## config.mk

```make
export PLATFORM = sky130hd
export DESIGN_NAME = phy_rx_lanes
export DESIGN_NICKNAME = d
export VERILOG_FILES = /design/src/rtl/phy_rx_lanes.sv
export SDC_FILE = /design/constraint.sdc
export NUM_CORES = 1
export LEC_CHECK = 0
export ABC_AREA = 0
export CORE_MARGIN = 2
export CORE_UTILIZATION = 25
export DETAILED_ROUTE_END_ITERATION = 6
export GPL_ROUTABILITY_DRIVEN = 1
export PLACE_DENSITY = 0.48
export SLEW_MARGIN = 5
export SYNTH_ARGS = -nofsm -noshare
export SYNTH_HDL_FRONTEND = slang
export SYNTH_SLANG_ARGS = --single-unit
```

## constraint.sdc

```tcl
create_clock -name i_clk_32f -period 3.5 [get_ports i_clk_32f]
set_input_delay 0.35 -clock i_clk_32f [delete_from_list [all_inputs] [get_ports i_clk_32f]]
set_output_delay 0.35 -clock i_clk_32f [all_outputs]
set_load 0.005 [all_outputs]
```

## src/rtl/phy_rx_lanes.sv

```systemverilog
// ---------------------------------------------------------------------------
// phy_rx_lanes
//   Multi-lane serial PHY receiver running entirely on the bit clock.
//   Each lane hunts for the comma byte, aligns to it, and locks after
//   SYNC_COUNT consecutive aligned commas. Once every lane is locked, each
//   lane's bytes are held until all lanes have one. The lane bytes are then
//   striped into DATA_W-bit words. Byte 0 of a word is the MSB byte, and
//   lane k of slot s fills word byte s*LANES+k.
//
// Ports
//   i_clk_32f      in   1       serial bit clock; all logic on the rising edge
//   i_reset        in   1       synchronous, active-high reset
//   i_data_in      in   LANES   one serial bit per lane, MSB of each byte first
//   o_lane_locked  out  LANES   lane i is locked (ACTIVE)
//   o_active_out   out  1       registered AND of all lane locks
//   o_valid_out    out  1       one-cycle strobe: o_data_out holds a new word
//   o_data_out     out  DATA_W  last assembled word, held until the next strobe
//   o_err_out      out  1       one-cycle strobe on overrun or framing error
// ---------------------------------------------------------------------------
module phy_rx_lanes #(
  parameter int         LANES      = 2,
  parameter int         DATA_W     = 32,
  parameter logic [7:0] COMMA      = 8'hBC,
  parameter int         SYNC_COUNT = 4
) (
  input  logic              i_clk_32f,
  input  logic              i_reset,
  input  logic [LANES-1:0]  i_data_in,
  output logic [LANES-1:0]  o_lane_locked,
  output logic              o_active_out,
  output logic              o_valid_out,
  output logic [DATA_W-1:0] o_data_out,
  output logic              o_err_out
);

  localparam int SLOTS = DATA_W / (8 * LANES);
  localparam int IDX_W = (SLOTS > 1) ? $clog2(SLOTS) : 1;
  localparam logic [IDX_W-1:0] IDX_LAST  = IDX_W'(SLOTS - 1);
  localparam logic [3:0]       CCNT_LAST = 4'(SYNC_COUNT - 1);

  typedef enum logic [1:0] {
    ST_HUNT,
    ST_LOCKING,
    ST_ACTIVE
  } lane_state_e;

  // Per-lane results shared with the slot assembler
  logic [7:0]       w_cand [LANES];
  logic [LANES-1:0] w_locked;
  logic [LANES-1:0] w_byte_done;

  // ------------------------------------------------------------------------
  // Per-lane comma hunt, alignment and lock
  // ------------------------------------------------------------------------
  for (genvar g = 0; g < LANES; g++) begin : g_lane
    lane_state_e r_state;
    lane_state_e w_state_nxt;
    logic [6:0]  r_sr;
    logic [2:0]  r_bitcnt;
    logic [3:0]  r_ccnt;
    logic        w_is_comma;
    logic        w_at_byte;

    // Candidate byte includes the bit arriving this cycle
    assign w_cand[g]      = {r_sr, i_data_in[g]};
    assign w_is_comma     = (w_cand[g] == COMMA);
    assign w_at_byte      = (r_bitcnt == 3'd7);
    assign w_locked[g]    = (r_state == ST_ACTIVE);
    assign w_byte_done[g] = w_locked[g] & w_at_byte;

    // NOTE: every signal written in always_comb gets a default first so no
    // path can leave it unassigned (which would infer a latch).
    always_comb begin
      w_state_nxt = r_state;
      case (r_state)
        ST_HUNT: begin
          if (w_is_comma) begin
            w_state_nxt = (SYNC_COUNT == 1) ? ST_ACTIVE : ST_LOCKING;
          end
        end
        ST_LOCKING: begin
          if (w_at_byte) begin
            if (!w_is_comma) begin
              w_state_nxt = ST_HUNT;
            end else if (r_ccnt == CCNT_LAST) begin
              w_state_nxt = ST_ACTIVE;
            end
          end
        end
        default: w_state_nxt = r_state;  // ACTIVE holds until reset
      endcase
    end

    // NOTE: state registers use non-blocking assignments so every flop
    // samples the pre-edge values regardless of statement order.
    always_ff @(posedge i_clk_32f) begin
      if (i_reset) begin
        r_state  <= ST_HUNT;
        r_sr     <= '0;
        r_bitcnt <= '0;
        r_ccnt   <= '0;
      end else begin
        r_state <= w_state_nxt;
        r_sr    <= w_cand[g][6:0];
        if (r_state == ST_HUNT) begin
          // The comma seen here defines the byte boundary for this lane
          if (w_is_comma) begin
            r_bitcnt <= '0;
            r_ccnt   <= 4'd1;
          end
        end else begin
          r_bitcnt <= r_bitcnt + 3'd1;
          if ((r_state == ST_LOCKING) && w_at_byte) begin
            r_ccnt <= w_is_comma ? (r_ccnt + 4'd1) : 4'd0;
          end
        end
      end
    end
  end

  // ------------------------------------------------------------------------
  // Hold stage and slot assembler
  // ------------------------------------------------------------------------
  logic              r_active;
  logic              r_valid;
  logic              r_err;
  logic [DATA_W-1:0] r_data;
  logic [DATA_W-1:0] r_word;
  logic [IDX_W-1:0]  r_idx;
  logic [7:0]        r_hold [LANES];
  logic [LANES-1:0]  r_hold_v;

  logic              w_slot_take;
  logic              w_all_comma;
  logic              w_no_comma;
  logic              w_slot_err;
  logic              w_overrun;
  logic [LANES-1:0]  w_capture;
  logic [DATA_W-1:0] w_word_nxt;

  always_comb begin
    w_slot_take = r_active & (&r_hold_v);
    w_all_comma = 1'b1;
    w_no_comma  = 1'b1;
    w_word_nxt  = r_word;
    for (int k = 0; k < LANES; k++) begin
      if (r_hold[k] == COMMA) begin
        w_no_comma = 1'b0;
      end else begin
        w_all_comma = 1'b0;
      end
    end
    // Drop the slot's bytes into the word at the current slot index
    for (int s = 0; s < SLOTS; s++) begin
      if (r_idx == IDX_W'(s)) begin
        for (int k = 0; k < LANES; k++) begin
          w_word_nxt[DATA_W-1-8*(s*LANES+k) -: 8] = r_hold[k];
        end
      end
    end
    // Idle slot while a word is half built, or a comma/data mix
    w_slot_err = w_slot_take &
                 ((w_all_comma & (r_idx != '0)) | (~w_all_comma & ~w_no_comma));
    // Bytes finished before all lanes are locked are simply dropped
    w_capture  = w_byte_done & {LANES{r_active}};
    // A byte landing on a hold that is consumed this same cycle is not lost
    w_overrun  = (|(w_capture & r_hold_v)) & ~w_slot_take;
  end

  always_ff @(posedge i_clk_32f) begin
    if (i_reset) begin
      r_active <= 1'b0;
      r_valid  <= 1'b0;
      r_err    <= 1'b0;
      r_data   <= '0;
      r_word   <= '0;
      r_idx    <= '0;
      r_hold_v <= '0;
      // NOTE: the hold bytes are tiny, so they are reset with their valid
      // flags; nothing downstream ever sees stale or X data from them.
      for (int k = 0; k < LANES; k++) begin
        r_hold[k] <= '0;
      end
    end else begin
      r_active <= &w_locked;
      r_valid  <= 1'b0;
      r_err    <= w_overrun | w_slot_err;
      for (int k = 0; k < LANES; k++) begin
        r_hold_v[k] <= w_capture[k] | (r_hold_v[k] & ~w_slot_take);
        if (w_capture[k]) begin
          r_hold[k] <= w_cand[k];
        end
      end
      if (w_slot_take) begin
        if (w_no_comma) begin
          r_word <= w_word_nxt;
          if (r_idx == IDX_LAST) begin
            r_data  <= w_word_nxt;
            r_valid <= 1'b1;
            r_idx   <= '0;
          end else begin
            r_idx <= r_idx + 1'b1;
          end
        end else begin
          // Idle or mixed slot: restart word assembly
          r_idx <= '0;
        end
      end
    end
  end

  assign o_lane_locked = w_locked;
  assign o_active_out  = r_active;
  assign o_valid_out   = r_valid;
  assign o_data_out    = r_data;
  assign o_err_out     = r_err;

endmodule
```

* Word level (Yosys, flattened, before mapping)
Memory sizes are Yosys's and may differ from the RTL's.
Index checks and enable logic that the tools add are counted.
** Word-level totals
- Word-level logic and storage cells :: 118
- Input bits :: 4
- RAM bits :: 16
- Bits in registers :: 102
- Memories kept :: 1
** Cells by class
- Reductions and logical operators :: 18
- $add $sub $neg :: 5
- Equality and inequality tests :: 18
- Mux-type cells :: 41
- Bitwise logic cells :: 20
** Memories
- r_hold :: words 2, bits a word 8, read ports 2, clocked after memory_dff 0, write ports 2, line 130 : logic [7:0] r_hold [LANES];
** Operator list (count)
- $eq A8 B8 Y1 const B :: 4
- $mux W16 :: 2
- $mux W4 :: 8
- $mux W2 :: 8
- $mux W8 :: 2
- $mux W1 :: 15
- $mux W3 :: 4
- $reduce_and A2 Y1 :: 5
- $and A1 B1 Y1 :: 9
- $add A4 B1 Y4 const B :: 2
- $eq A4 B2 Y1 const B :: 2
- $ne A2 B2 Y1 const B :: 4
- $pmux W2 S2 :: 2
- $reduce_and A4 Y1 :: 2
- $reduce_bool A2 Y1 :: 4
- $add A3 B1 Y3 const B :: 2
- $eq A3 B3 Y1 const B :: 2
- $ne A3 B3 Y1 const B :: 2
- $or A1 B1 Y1 :: 6
- $and A2 B2 Y2 :: 2
- $eq A2 B1 Y1 const B :: 2
- $eq A2 B2 Y1 const B :: 2
- $logic_not A2 Y1 :: 2
- $not A1 Y1 :: 3
- other kinds (5) :: 6

* Logic depth before layout (Yosys ltp)
- Word-level depth :: 8
- Mapped depth :: 6
- Mapped depth without buffers :: 6

* Least setup slack after synthesis
OpenSTA, ideal clock, no wires.
- Kind :: reg2reg
- From :: memory r_hold[0][6]
- To :: register r_data[23] (netlist: o_data_out[23])
- Stages on the path, launching flop included :: 7
- Setup time :: 0.119 ns
- Arrival time :: 1.511 ns
- Setup slack :: 1.870 ns
- Path buffers :: 2
- Required time :: 3.381 ns
- Cells stage by stage :: edfxtp_1 nand4b_1 nor4_2 nor3_2 buf_6 buf_6 mux2i_1
** RTL lines
- start: declaration :: line 130
- end signal: assignment :: line 198 : r_data <= w_word_nxt;
- end: declaration :: line 127 : logic [DATA_W-1:0] r_data;

* Worst setup path in the final report
- From :: register r_active (netlist: o_active_out)
- To :: register r_data[3] (netlist: o_data_out[3])
** Between the ends
- Longest elaborated chain between the ends :: 2
** RTL lines
- start: declaration :: line 124 : logic r_active;
- start signal: assignment :: line 185 : r_active <= &w_locked;
- $and A1 B1 Y1 :: line 142 : w_slot_take = r_active & (&r_hold_v);
- $reduce_and A3 Y1 (no source line)
Every way passes these cells.
A chain may end at the register's enable or synchronous reset.

==> impl_metrics.tcl <==
set metrics [dict create \
    outcome "finished clean" \
    cp-start-kind "flip-flop" \
    via_per_inst 4.349 \
    cts_root_buffer "clkbuf_16" \
    ys_types 38 \
    fin_crit_ns 2.455 \
    synth_edf_count 16 \
    p_switching_mw 0.4557 \
    clk_latency_ns 0.34 \
    r2r-start "o_active_out$_SDFF_PP0_" \
    cpPeakStageDelay_ns 0.76 \
    cts_tree "done" \
    synth_top_area_share_pct 42.52 \
    crit_required_ns 3.71 \
    synth_area_leader_cell "dfxtp_1" \
    drtIter0Drc 120 \
    ys_top_cells_by_count "dfxtp_1, nand2_1, mux2i_1" \
    setup_viol_count_final 0 \
    rr_worst_depth 4 \
    h-tree-depth 3 \
    cp.arrival_ns 2.66 \
    rrSetupSlack_ns 1.05 \
    syn_nets 423 \
    relSlewSlack_pct 18.40 \
    rsz0062_at_grt "no" \
    n_antenna_cell 0 \
    worstHoldStart "o_data_out[21]$_SDFFE_PP0P_" \
    gr-total-overflow 0 \
    grt_pass1_wl_um 14300 \
    postSynthAreaPerCell_sq_um 9.804 \
    io_pins 41 \
    numCtsBuffers 9 \
    synthArstFlopShare_pct 0 \
    cts_resized 0 \
    post-route-util_pct 31.02 \
    rr_endpoint "o_data_out[3]$_SDFFE_PP0P_" \
    fin_setup_tns_ns 0 \
    synth_seq_area_share_pct 54.39 \
    die_w_um 131.3 \
    synth_ff_type "dfxtp_1" \
    clk_path_buf_depth 2 \
    swShare_pct 21.00 \
    die_area_sq_um 17230 \
    post-dp-hpwl_um 5544 \
    slowest_stage "nand4_1" \
    min_period_over_period_pct 70.13 \
    fin_skew_ns 0.004212 \
    fp-row-count 46 \
    initial_core_util_pct 25.49 \
    synthesis.area_sq_um 4049 \
    post_cts_buffers 0 \
    hold_path_end "o_data_out[21]$_SDFFE_PP0P_" \
    hold_class "reg -> reg" \
    grt_pass1_vias 2824 \
    crit_type "reg -> reg" \
    postRouteAntennaNets 0 \
    hold_violations 0 \
    core_area_sq_um 15890 \
    p_leak_nw 1.610 \
    synth_warnings 0 \
    track_usage_pct 10.22 \
    io_buffers 40 \
    clock-sinks 102 \
    p_seq_share_pct 55.8 \
    netlist_instances 413 \
    p_total_mw 2.170 \
    yosys.cell_count.top_type "dfxtp_1" \
    final_nets 451 \
    critical_path.max_fanout 28 \
    drt_wl_total_um 8441 \
    synth.area.top_cells "dfxtp_1, edfxtp_1, mux2i_1, nand2_1, or4_1" \
    tightest_slew_ns 1.215 \
    ys_ff_latch 102 \
    end_kind "flip-flop" \
    drt_first_pass_iters 4 \
    postCtsHoldBufs 0 \
    layout-drive-gt1-share_pct 5.605 \
    antenna_found_initial 0 \
    drc 0 \
    drv_cap 0 \
    combPwrFrac_pct 1.9 \
    p_int_mw 1.715 \
    globalplace.congestion 0.6748 \
    power_density_nw_per_um2 440.5 \
    clock.fmax_mhz 407.4 \
    ir_worst_vdd_mv 0.2388 \
    num_vias 2879 \
    path_cells "nand4_1 -> nor3_4 -> buf_4 -> o21ai_0" \
    die_y_um 131.3 \
    min_path_cells 2 \
    drv_slew 0 \
    path_clk_slew_ns 0.07 \
    p_clk_share_pct 42.3 \
    post_drt_wl_per_cell_um 12.75 \
    synthToLayoutAreaGrowth_pct 21.69 \
    grt_max_degree 53 \
]
==> cell usage in the layout, fill, tap and decap left out, drive strengths merged, types with 7 or more instances in the layout <==
| cell type | synthesis | layout |
|---|---|---|
| nor2 | 7 | 7 |
| nor2b | 16 | 16 |
| clkbuf | 20 | 13 |
| or4 | 19 | 19 |
| mux2i | 32 | 32 |
| and2 | 16 | 16 |
| nand2 | 82 | 82 |
| o21ai | 23 | 23 |
| a21oi | 20 | 20 |
| dfxtp | 86 | 86 |
| edfxtp | 16 | 16 |
| clkdlybuf4s50 | 0 | 40 |
| nand3 | 11 | 11 |
==> through the flow <==
stage | worst slack [ns] | std cells | hold slack (ns) | instance area [sq um]
after global routing | 0.8064 | 662 | 0.4730 | 4927
after global placement | 1.009 | 646 | 0.4431 | 4656
after floorplan | 1.870 | 413 | 0.4428 | 4049
final | 1.045 | 662 | 0.4575 | 4927
after detailed placement | 1.017 | 646 | 0.4464 | 4656
after CTS | 1.006 | 662 | 0.4582 | 4927
==> cell type report <==
| class | count | area (sq um) |
|---|---|---|
| flip-flops and latches | 102 | 2202 |
| clock buffers | 13 | 250.2 |
| multi-input cells | 278 | 1727 |
| inverters | 5 | 18.77 |
| fillers | 1680 | 10960 |
| repair buffers | 45 | 437.9 |
| clock inverters | 3 | 21.27 |
| well taps | 216 | 270.3 |
==> state kept, by name, indices dropped and copies added, names as in the netlist <==
name,cells
r_hold,16
o_data_out,32
o_valid_out,1
g_lane.r_state,4
r_idx,1
g_lane.r_sr,14
r_hold_v,2
o_err_out,1
r_word,16
g_lane.r_ccnt,8
o_active_out,1
g_lane.r_bitcnt,6
==> worst max-delay path by stage <==
stage | start | endpoint | slack, ns | cells after the start
after floorplan | r_hold[0][6]$_SDFFCE_PN0P_ | o_data_out[23]$_SDFFE_PP0P_ | 1.87 | 6
after global placement | o_active_out$_SDFF_PP0_ | o_data_out[16]$_SDFFE_PP0P_ | 1.01 | 4
after detailed placement | r_hold[0][6]$_SDFFCE_PN0P_ | o_data_out[3]$_SDFFE_PP0P_ | 1.02 | 5
after CTS | o_active_out$_SDFF_PP0_ | o_data_out[19]$_SDFFE_PP0P_ | 1.01 | 4
after global routing | o_active_out$_SDFF_PP0_ | o_data_out[3]$_SDFFE_PP0P_ | 0.81 | 4
final | o_active_out$_SDFF_PP0_ | o_data_out[3]$_SDFFE_PP0P_ | 1.05 | 4
==> power groups by stage <==
| stage | clock network, mW | logic [mW] | registers [mW] |
|---|---|---|---|
| floorplan | 0 | 0.0285 | 1.23 |
| global placement | 0 | 0.0409 | 1.24 |
| detailed placement | 0 | 0.0422 | 1.24 |
| CTS | 0.952 | 0.0420 | 1.21 |
| global route | 0.991 | 0.0462 | 1.21 |
| finish | 0.919 | 0.0407 | 1.21 |
==> worst max-delay path, delay by kind of cell (launching register included) <==
kind | cells | cell delay (ns)
AOI/OAI and AO/OA | 1 | 0.17
buffers and inverters | 1 | 0.44
DFF | 1 | 0.47
and+or+nand+nor | 2 | 1.25
==> cells by family after synthesis <==
group | synth area share (%)
simple gates | 23.83
compound gates | 8.035
buf+inv | 3.554
fa+ha+maj | 1.854
flops | 54.39
xor+xnor | 0.4327
mux | 7.911
==> metal layers <==
metal,vias to the layer above,routed length (um),global-route usage [%]
met2,48,3820,16.02
li1,1498,-,-
met5,-,0,0
met1,1323,4177,13.32
met3,10,349,3.356
met4,0,94,3.261
Power figures use the tool's default switching activity.
